## config.mk

```make
export PLATFORM = sky130hd
export DESIGN_NAME = multicycle_controller_flat
export DESIGN_NICKNAME = d
export VERILOG_FILES = /design/src/rtl/multicycle_controller_pkg.sv /design/src/rtl/multicycle_controller_if.sv /design/src/rtl/multicycle_controller_cond_unit.sv /design/src/rtl/multicycle_controller.sv /design/src/flat_wrapper.sv
export SDC_FILE = /design/constraint.sdc
export NUM_CORES = 1
export LEC_CHECK = 0
export CORE_AREA = 5 5 62 64
export DETAILED_ROUTE_END_ITERATION = 10
export DIE_AREA = 0 0 67 69
export PLACE_DENSITY = 0.71
export SYNTH_ARGS = -nofsm -noshare
export SYNTH_HDL_FRONTEND = slang
export SYNTH_SLANG_ARGS = --single-unit
```

## constraint.sdc

```tcl
create_clock -name clk -period 2 [get_ports clk]
set_input_delay 0.5 -clock clk [delete_from_list [all_inputs] [get_ports clk]]
set_output_delay 0.5 -clock clk [all_outputs]
set_load 0.03 [all_outputs]
```

## src/rtl/multicycle_controller_pkg.sv

```systemverilog
// Shared types and constants for the multicycle ARM control unit.
package arm_ctrl_pkg;

  localparam int COND_W = 4;

  typedef enum logic [3:0] {
    FETCH,
    DECODE,
    MEMADR,
    MEMREAD,
    MEMWB,
    MEMWRITE,
    EXECUTER,
    EXECUTEI,
    ALUWB,
    BRANCH
  } state_t;

  localparam logic [1:0] ALU_ADD = 2'b00;
  localparam logic [1:0] ALU_SUB = 2'b01;
  localparam logic [1:0] ALU_AND = 2'b10;
  localparam logic [1:0] ALU_ORR = 2'b11;

  localparam logic [1:0] OP_DP  = 2'b00;
  localparam logic [1:0] OP_MEM = 2'b01;
  localparam logic [1:0] OP_BR  = 2'b10;

  localparam logic [3:0] COND_EQ = 4'h0;
  localparam logic [3:0] COND_NE = 4'h1;
  localparam logic [3:0] COND_CS = 4'h2;
  localparam logic [3:0] COND_CC = 4'h3;
  localparam logic [3:0] COND_MI = 4'h4;
  localparam logic [3:0] COND_PL = 4'h5;
  localparam logic [3:0] COND_VS = 4'h6;
  localparam logic [3:0] COND_VC = 4'h7;
  localparam logic [3:0] COND_HI = 4'h8;
  localparam logic [3:0] COND_LS = 4'h9;
  localparam logic [3:0] COND_GE = 4'hA;
  localparam logic [3:0] COND_LT = 4'hB;
  localparam logic [3:0] COND_GT = 4'hC;
  localparam logic [3:0] COND_LE = 4'hD;
  localparam logic [3:0] COND_AL = 4'hE;

  // ARM condition evaluation against an NZCV vector; 1111 is treated as never.
  function automatic logic cond_check(input logic [3:0] cond, input logic [3:0] nzcv);
    logic n, z, c, v, ok;
    {n, z, c, v} = nzcv;
    case (cond)
      COND_EQ: ok = z;
      COND_NE: ok = ~z;
      COND_CS: ok = c;
      COND_CC: ok = ~c;
      COND_MI: ok = n;
      COND_PL: ok = ~n;
      COND_VS: ok = v;
      COND_VC: ok = ~v;
      COND_HI: ok = c & ~z;
      COND_LS: ok = ~c | z;
      COND_GE: ok = (n == v);
      COND_LT: ok = (n != v);
      COND_GT: ok = ~z & (n == v);
      COND_LE: ok = z | (n != v);
      COND_AL: ok = 1'b1;
      default: ok = 1'b0;
    endcase
    return ok;
  endfunction

endpackage

```

## src/rtl/multicycle_controller_if.sv

```systemverilog
// Controller <-> datapath signal bundle: IR fields and status in, control strobes out.
interface multicycle_controller_if;

  logic                            MemReady;
  logic [arm_ctrl_pkg::COND_W-1:0] Cond;
  logic [1:0]                      Op;
  logic [5:0]                      Funct;
  logic [3:0]                      Rd;
  logic [arm_ctrl_pkg::COND_W-1:0] ALUFlags;

  logic                            IRWrite;
  logic                            PCWrite;
  logic                            RegWrite;
  logic                            MemWrite;
  logic                            AdrSrc;
  logic                            ALUSrcA;
  logic [1:0]                      ALUSrcB;
  logic [1:0]                      ResultSrc;
  logic [1:0]                      ImmSrc;
  logic [1:0]                      RegSrc;
  logic [1:0]                      ALUControl;
  logic [arm_ctrl_pkg::COND_W-1:0] Flags;

  // Controller side
  modport master (
    input  MemReady, Cond, Op, Funct, Rd, ALUFlags,
    output IRWrite, PCWrite, RegWrite, MemWrite, AdrSrc, ALUSrcA,
           ALUSrcB, ResultSrc, ImmSrc, RegSrc, ALUControl, Flags
  );

  // Datapath side
  modport slave (
    output MemReady, Cond, Op, Funct, Rd, ALUFlags,
    input  IRWrite, PCWrite, RegWrite, MemWrite, AdrSrc, ALUSrcA,
           ALUSrcB, ResultSrc, ImmSrc, RegSrc, ALUControl, Flags
  );

endinterface

```

## src/rtl/multicycle_controller_cond_unit.sv

```systemverilog
// NZCV flags register, condition check and the per-instruction condition latch.
module cond_unit
  import arm_ctrl_pkg::*;
#(
  parameter int COND_WIDTH = COND_W
) (
  input  logic                  clk,
  input  logic                  reset,
  input  logic [COND_WIDTH-1:0] i_cond,
  input  logic [COND_WIDTH-1:0] i_alu_flags,
  input  logic [1:0]            i_flag_w,
  input  logic                  i_flag_en,
  input  logic                  i_cond_latch,
  output logic [COND_WIDTH-1:0] o_flags,
  output logic                  o_cond_ex
);

  logic [COND_WIDTH-1:0] r_flags;
  logic                  r_cond_ex;
  logic [COND_WIDTH-1:0] w_flags_next;
  logic                  w_cond_now;

  assign w_cond_now = cond_check(i_cond, r_flags);

  // Upper pair (N,Z) follows FlagW[1], lower pair (C,V) follows FlagW[0].
  genvar gi;
  generate
    for (gi = 0; gi < COND_WIDTH; gi++) begin : g_flag_next
      assign w_flags_next[gi] = i_flag_w[gi/2] ? i_alu_flags[gi] : r_flags[gi];
    end
  endgenerate

  // Flags load at the end of an executed EXECUTE; condition sampled at the end of DECODE.
  always_ff @(posedge clk or negedge reset) begin
    if (!reset) begin
      r_flags   <= '0;
      r_cond_ex <= 1'b0;
    end else begin
      if (i_flag_en && r_cond_ex) r_flags <= w_flags_next;
      if (i_cond_latch)           r_cond_ex <= w_cond_now;
    end
  end

  assign o_flags   = r_flags;
  assign o_cond_ex = r_cond_ex;

endmodule

```

## src/rtl/multicycle_controller.sv

```systemverilog
// Multicycle ARM control FSM: sequences fetch/decode/execute/memory/writeback.
module multicycle_controller
  import arm_ctrl_pkg::*;
#(
  parameter state_t RESET_STATE = FETCH,
  parameter int     COND_WIDTH  = COND_W
) (
  input  logic                    clk,
  input  logic                    reset,
  multicycle_controller_if.master bus
);

  state_t                r_state;
  logic                  w_is_fetch;
  logic                  w_alu_op;
  logic                  w_reg_w;
  logic                  w_mem_w;
  logic                  w_branch;
  logic                  w_adr_src;
  logic                  w_alu_src_a;
  logic [1:0]            w_alu_src_b;
  logic [1:0]            w_result_src;
  logic [1:0]            w_imm_src;
  logic [1:0]            w_reg_src;
  logic [1:0]            w_alu_control;
  logic [1:0]            w_flag_w;
  logic                  w_rd15;
  logic                  w_pcs;
  logic                  w_cond_ex;
  logic                  w_flag_en;
  logic                  w_cond_latch;
  logic [COND_WIDTH-1:0] w_flags;

  assign w_flag_en    = (r_state == EXECUTER) || (r_state == EXECUTEI);
  assign w_cond_latch = (r_state == DECODE);

  cond_unit #(.COND_WIDTH(COND_WIDTH)) u_cond (
    .clk          (clk),
    .reset        (reset),
    .i_cond       (bus.Cond),
    .i_alu_flags  (bus.ALUFlags),
    .i_flag_w     (w_flag_w),
    .i_flag_en    (w_flag_en),
    .i_cond_latch (w_cond_latch),
    .o_flags      (w_flags),
    .o_cond_ex    (w_cond_ex)
  );

  // Instruction sequencing; memory states hold until MemReady.
  always_ff @(posedge clk or negedge reset) begin
    if (!reset) begin
      r_state <= RESET_STATE;
    end else begin
      case (r_state)
        FETCH:    if (bus.MemReady) r_state <= DECODE;
        DECODE: begin
          case (bus.Op)
            OP_MEM:  r_state <= MEMADR;
            OP_BR:   r_state <= BRANCH;
            OP_DP:   r_state <= bus.Funct[5] ? EXECUTEI : EXECUTER;
            default: r_state <= FETCH;
          endcase
        end
        MEMADR:   r_state <= bus.Funct[0] ? MEMREAD : MEMWRITE;
        MEMREAD:  if (bus.MemReady) r_state <= MEMWB;
        MEMWB:    r_state <= FETCH;
        // A failed-condition store never waits on memory.
        MEMWRITE: if (bus.MemReady || !w_cond_ex) r_state <= FETCH;
        EXECUTER: r_state <= ALUWB;
        EXECUTEI: r_state <= ALUWB;
        ALUWB:    r_state <= FETCH;
        BRANCH:   r_state <= FETCH;
        default:  r_state <= FETCH;
      endcase
    end
  end

  // Moore decode of datapath steering and raw (ungated) write requests.
  always_comb begin
    w_adr_src    = 1'b0;
    w_alu_src_a  = 1'b0;
    w_alu_src_b  = 2'b00;
    w_result_src = 2'b00;
    w_alu_op     = 1'b0;
    w_reg_w      = 1'b0;
    w_mem_w      = 1'b0;
    w_branch     = 1'b0;
    case (r_state)
      FETCH, DECODE: begin
        w_alu_src_a  = 1'b1;
        w_alu_src_b  = 2'b10;
        w_result_src = 2'b10;
      end
      MEMADR:   w_alu_src_b = 2'b01;
      MEMREAD:  w_adr_src = 1'b1;
      MEMWB: begin
        w_result_src = 2'b01;
        w_reg_w      = 1'b1;
      end
      MEMWRITE: begin
        w_adr_src = 1'b1;
        w_mem_w   = 1'b1;
      end
      EXECUTER: w_alu_op = 1'b1;
      EXECUTEI: begin
        w_alu_src_b = 2'b01;
        w_alu_op    = 1'b1;
      end
      ALUWB:    w_reg_w = 1'b1;
      BRANCH: begin
        w_alu_src_b  = 2'b01;
        w_result_src = 2'b10;
        w_branch     = 1'b1;
      end
      default: ;
    endcase
  end

  // ALU operation and flag-write selection for data-processing execute steps.
  always_comb begin
    w_alu_control = ALU_ADD;
    w_flag_w      = 2'b00;
    if (w_alu_op) begin
      case (bus.Funct[4:1])
        4'b0100: w_alu_control = ALU_ADD;
        4'b0010: w_alu_control = ALU_SUB;
        4'b0000: w_alu_control = ALU_AND;
        4'b1100: w_alu_control = ALU_ORR;
        default: w_alu_control = ALU_ADD;
      endcase
      w_flag_w[1] = bus.Funct[0];
      w_flag_w[0] = bus.Funct[0] &
                    ((w_alu_control == ALU_ADD) || (w_alu_control == ALU_SUB));
    end
  end

  // Immediate format and register-address muxing depend only on the opcode class.
  always_comb begin
    w_imm_src = 2'b00;
    w_reg_src = 2'b00;
    case (bus.Op)
      OP_MEM: begin
        w_imm_src = 2'b01;
        w_reg_src = 2'b10;
      end
      OP_BR: begin
        w_imm_src = 2'b10;
        w_reg_src = 2'b01;
      end
      default: ;
    endcase
  end

  // Writes to R15 become PC loads; every strobe is killed while reset is held.
  assign w_is_fetch = (r_state == FETCH);
  assign w_rd15     = (bus.Rd == 4'b1111);
  assign w_pcs      = (w_rd15 & w_reg_w) | w_branch;

  assign bus.IRWrite    = reset & w_is_fetch & bus.MemReady;
  assign bus.PCWrite    = reset & ((w_is_fetch & bus.MemReady) | (w_pcs & w_cond_ex));
  assign bus.RegWrite   = reset & w_reg_w & w_cond_ex & ~w_rd15;
  assign bus.MemWrite   = reset & w_mem_w & w_cond_ex;
  assign bus.AdrSrc     = w_adr_src;
  assign bus.ALUSrcA    = w_alu_src_a;
  assign bus.ALUSrcB    = w_alu_src_b;
  assign bus.ResultSrc  = w_result_src;
  assign bus.ImmSrc     = w_imm_src;
  assign bus.RegSrc     = w_reg_src;
  assign bus.ALUControl = w_alu_control;
  assign bus.Flags      = w_flags;

endmodule

```

## src/flat_wrapper.sv

```systemverilog
// flat-port wrapper written by rule: the top's interface ports become plain ports
module multicycle_controller_flat import arm_ctrl_pkg::*;
#(
  parameter state_t RESET_STATE = FETCH,
  parameter int     COND_WIDTH  = COND_W
)
  (clk, reset, bus_MemReady, bus_Cond, bus_Op, bus_Funct, bus_Rd, bus_ALUFlags, bus_IRWrite, bus_PCWrite, bus_RegWrite, bus_MemWrite, bus_AdrSrc, bus_ALUSrcA, bus_ALUSrcB, bus_ResultSrc, bus_ImmSrc, bus_RegSrc, bus_ALUControl, bus_Flags);
  multicycle_controller_if bus_i ();
  input  logic clk;
  input  logic reset;
  input wire logic [$bits(bus_i.MemReady)-1:0] bus_MemReady;
  input wire logic [$bits(bus_i.Cond)-1:0] bus_Cond;
  input wire logic [$bits(bus_i.Op)-1:0] bus_Op;
  input wire logic [$bits(bus_i.Funct)-1:0] bus_Funct;
  input wire logic [$bits(bus_i.Rd)-1:0] bus_Rd;
  input wire logic [$bits(bus_i.ALUFlags)-1:0] bus_ALUFlags;
  output wire logic [$bits(bus_i.IRWrite)-1:0] bus_IRWrite;
  output wire logic [$bits(bus_i.PCWrite)-1:0] bus_PCWrite;
  output wire logic [$bits(bus_i.RegWrite)-1:0] bus_RegWrite;
  output wire logic [$bits(bus_i.MemWrite)-1:0] bus_MemWrite;
  output wire logic [$bits(bus_i.AdrSrc)-1:0] bus_AdrSrc;
  output wire logic [$bits(bus_i.ALUSrcA)-1:0] bus_ALUSrcA;
  output wire logic [$bits(bus_i.ALUSrcB)-1:0] bus_ALUSrcB;
  output wire logic [$bits(bus_i.ResultSrc)-1:0] bus_ResultSrc;
  output wire logic [$bits(bus_i.ImmSrc)-1:0] bus_ImmSrc;
  output wire logic [$bits(bus_i.RegSrc)-1:0] bus_RegSrc;
  output wire logic [$bits(bus_i.ALUControl)-1:0] bus_ALUControl;
  output wire logic [$bits(bus_i.Flags)-1:0] bus_Flags;
  assign bus_i.MemReady = bus_MemReady;
  assign bus_i.Cond = bus_Cond;
  assign bus_i.Op = bus_Op;
  assign bus_i.Funct = bus_Funct;
  assign bus_i.Rd = bus_Rd;
  assign bus_i.ALUFlags = bus_ALUFlags;
  assign bus_IRWrite = bus_i.IRWrite;
  assign bus_PCWrite = bus_i.PCWrite;
  assign bus_RegWrite = bus_i.RegWrite;
  assign bus_MemWrite = bus_i.MemWrite;
  assign bus_AdrSrc = bus_i.AdrSrc;
  assign bus_ALUSrcA = bus_i.ALUSrcA;
  assign bus_ALUSrcB = bus_i.ALUSrcB;
  assign bus_ResultSrc = bus_i.ResultSrc;
  assign bus_ImmSrc = bus_i.ImmSrc;
  assign bus_RegSrc = bus_i.RegSrc;
  assign bus_ALUControl = bus_i.ALUControl;
  assign bus_Flags = bus_i.Flags;
  multicycle_controller #(.RESET_STATE(RESET_STATE), .COND_WIDTH(COND_WIDTH)) u_core (.clk(clk), .reset(reset), .bus(bus_i));
endmodule
```

==> metrics.cfg <==
[yosys]
synth_area_leaders = dfrtp_1, nor3_1, nand2b_1, o21ai_0, nor2_1
synthMuxAreaShare_pct = 9.60
ys_seq_area_share_pct = 24.0
synth.avg_cell_area_um2 = 8.38
synth-compound-area-share_pct = 17.6
synth-adder-area-share_pct = 0
synth_top_area_cell = dfrtp_1
yosysWarnings = 0
synth-edff-count = 0
synth_area_um2 = 938
synth_top_area_share_pct = 24.0
mappedNetlistNets = 135
netlist_top_cells_count = dfrtp_1, nor2_1, nor3_1
synth_ff_type = dfrtp_1
yosys.area_share.simple_pct = 35.2
synth_top_family_by_area = simple AND/OR/NAND/NOR gates
synth_cells = 112
synth_cell_type_count = 46
async_reset_ff_share_pct = 100
synth-seq-cells = 9
synth_xor_xnor_area_share_pct = 4.67

[finish]
nets = 189
post-route-util_pct = 46.5
area_growth_pct = 60.3
drive_gt1_share_pct = 37.6
antennaDiodeCount = 0

[sta]
setup_viol = 0
grt_setup_unrepaired = yes
fin_tns_setup_ns = 0
slew_violations = 0
slew_headroom_pct = 78.4
fmax_mhz = 501
hold_viol = 0
period_share_pct = 99.7
fin_crit_ns = 1.99
skew_ns = 0.00134
worstMarginPinSlew_ns = 0.323

[floorplanning]
floorplan.initialDensity_pct = 29.0
pin_count = 43
coreArea_um2 = 3230
die_w_um = 67
dieHeight_um = 69
fp.dieArea_um2 = 4620
rows = 21

[clock_tree]
clkLatencyLatePin_ns = 0.27
clockRootBuffer = clkbuf_4
cts_tree = yes
clock_path_buffers = 2
cts_max_level = 1
clock_sinks = 9
numCtsBuffers = 3
clkTransAtPathRegs_ns = 0.06

[setup_path]
critPathRequiredTime_ns = 1.50
crit_path_max_fanout = 2
crit_chain = buf_6 -> and4_1 -> or4_4 -> a21oi_4 -> buf_6
cp_common_cell = buf_6
crit_arrival_ns = 1.49
crit_path_start_kind = input pin
critPathKind = in2out
crit_slowest_cell = or4_4
cpPeakStageDelay_ns = 0.43
end_kind = output pin

[run]
maxCapViolCount = 0

[drt]
wl_per_cell_um = 13.2
drc = 0
drtPass1Iterations = 4
wl_um = 2780
viasPerCell = 4.77
antenna_left = 0
via_count = 1006
drt_iter0_drc = 20

[min_path]
hold_class = in2async

[placed_design]
numPortBuffers = 42
dp_hpwl_um = 2210
finalWeightedCongestion = 0.787

[power]
vdd_drop_max_mv = 0.517
p_leak_nw = 0.697
powerDensity_nw_per_um2 = 1220

[global_routing]
grt_max_degree = 17
antenna_found_initial = 0
grt_pass1_wl_um = 4480
grt_overflow_total = 0
first_global_vias = 1039
grt_use_total_pct = 11.8

[status]
status = completed

==> worst paths after layout <==
| path | from | end | slack (ns) | cells past startpoint |
|---|---|---|---|---|
| worst max-delay path | bus_Rd[1] | bus_RegWrite | 0.005 | 5 |
| worst min-delay path | reset | u_core.u_cond.o_cond_ex | 0.19 | 2 |
| worst max register to register | u_core.r_state[1] | u_core.u_cond.o_cond_ex | 0.45 | 5 |
| worst min register to register | u_core.u_cond.o_flags[0] | u_core.u_cond.o_flags[0] | 0.59 | 1 |
| max in group asynchronous | reset | u_core.r_state[3] | 1.65 | 2 |
| min in group clk | u_core.u_cond.o_flags[0] | u_core.u_cond.o_flags[0] | 0.59 | 1 |
==> worst max-delay path: cells and delay by family <==
family | cells | cell delay (ns)
buf+inv | 2 | 0.23
compound gates | 1 | 0.13
simple gates | 2 | 0.63
==> routing by layer <==
layer	routed length (µm)	part of all wire [%]	up-vias	global-route usage, %
li1	-	-	510	-
met1	1170	42	462	13.5
met2	1400	50	32	20.6
met3	182	6.6	2	3.90
met4	27	0.97	0	2.93
met5	0	0	-	0
==> per-stage QoR <==
stage	power, mW	area (µm²)	std cells	setup slack, ns	hold slack (ns)
6_report	1.84	1500	211	0.00541	0.187
5_1_grt	1.97	1500	211	-0.0562	0.190
4_1_cts	1.82	1480	209	-0.0527	0.288
3_5_place_dp	1.65	1440	205	-0.331	0.581
3_3_place_gp	1.62	1440	205	-0.296	0.577
2_1_floorplan	1.23	962	112	-0.0320	0.204
==> cells in the final DEF, fill, tap and decap left out, drive strengths merged, types with 2 or more instances in the layout <==
master	instances
buf	37
clkdlybuf4s50	16
nor3	10
nor2	10
dfrtp	9
o21ai	7
nand2	7
nand2b	6
nand3	5
clkbuf	5
mux2	5
dlygate4sd2	4
nor2b	4
inv	4
xnor2	3
mux2i	3
nand3b	3
xor2	2
a31oi	2
a21oi	2
o211ai	2
==> cells by family after synthesis <==
logic type             after synthesis
multiplexers                         8
XOR/XNOR                             5
flip-flops                           9
AO/OA/AOI/OAI                       23
AND/OR/NAND/NOR                     53
buffers and inverters               14
==> state kept, by name, indices dropped and copies added (netlist names) <==
register                 cells
u_core.r_state               4
u_core.u_cond.o_cond_ex      1
u_core.u_cond.o_flags        4
==> repair_timing <==
action,4_1_cts,5_1_grt
pin swaps,3,2
endpoints found under the setup margin,6,5
resized for setup,25,7
hold buffers,0,0
setup buffers,0,2
==> cell type report <==
class | count | area, µm²
clock buffer | 4 | 26.3
fill | 323 | 1730
inverter | 4 | 15.0
multi-input combinational | 89 | 684
sequential | 9 | 226
tap | 46 | 57.6
timing repair buffer | 59 | 494
==> report_power, final <==
group | switching [mW] | internal [mW]
clock network | 0.0705 | 0.0773
registers | 0.0971 | 0.260
logic | 0.729 | 0.604
Note: power is estimated with default switching activity, not from simulation.
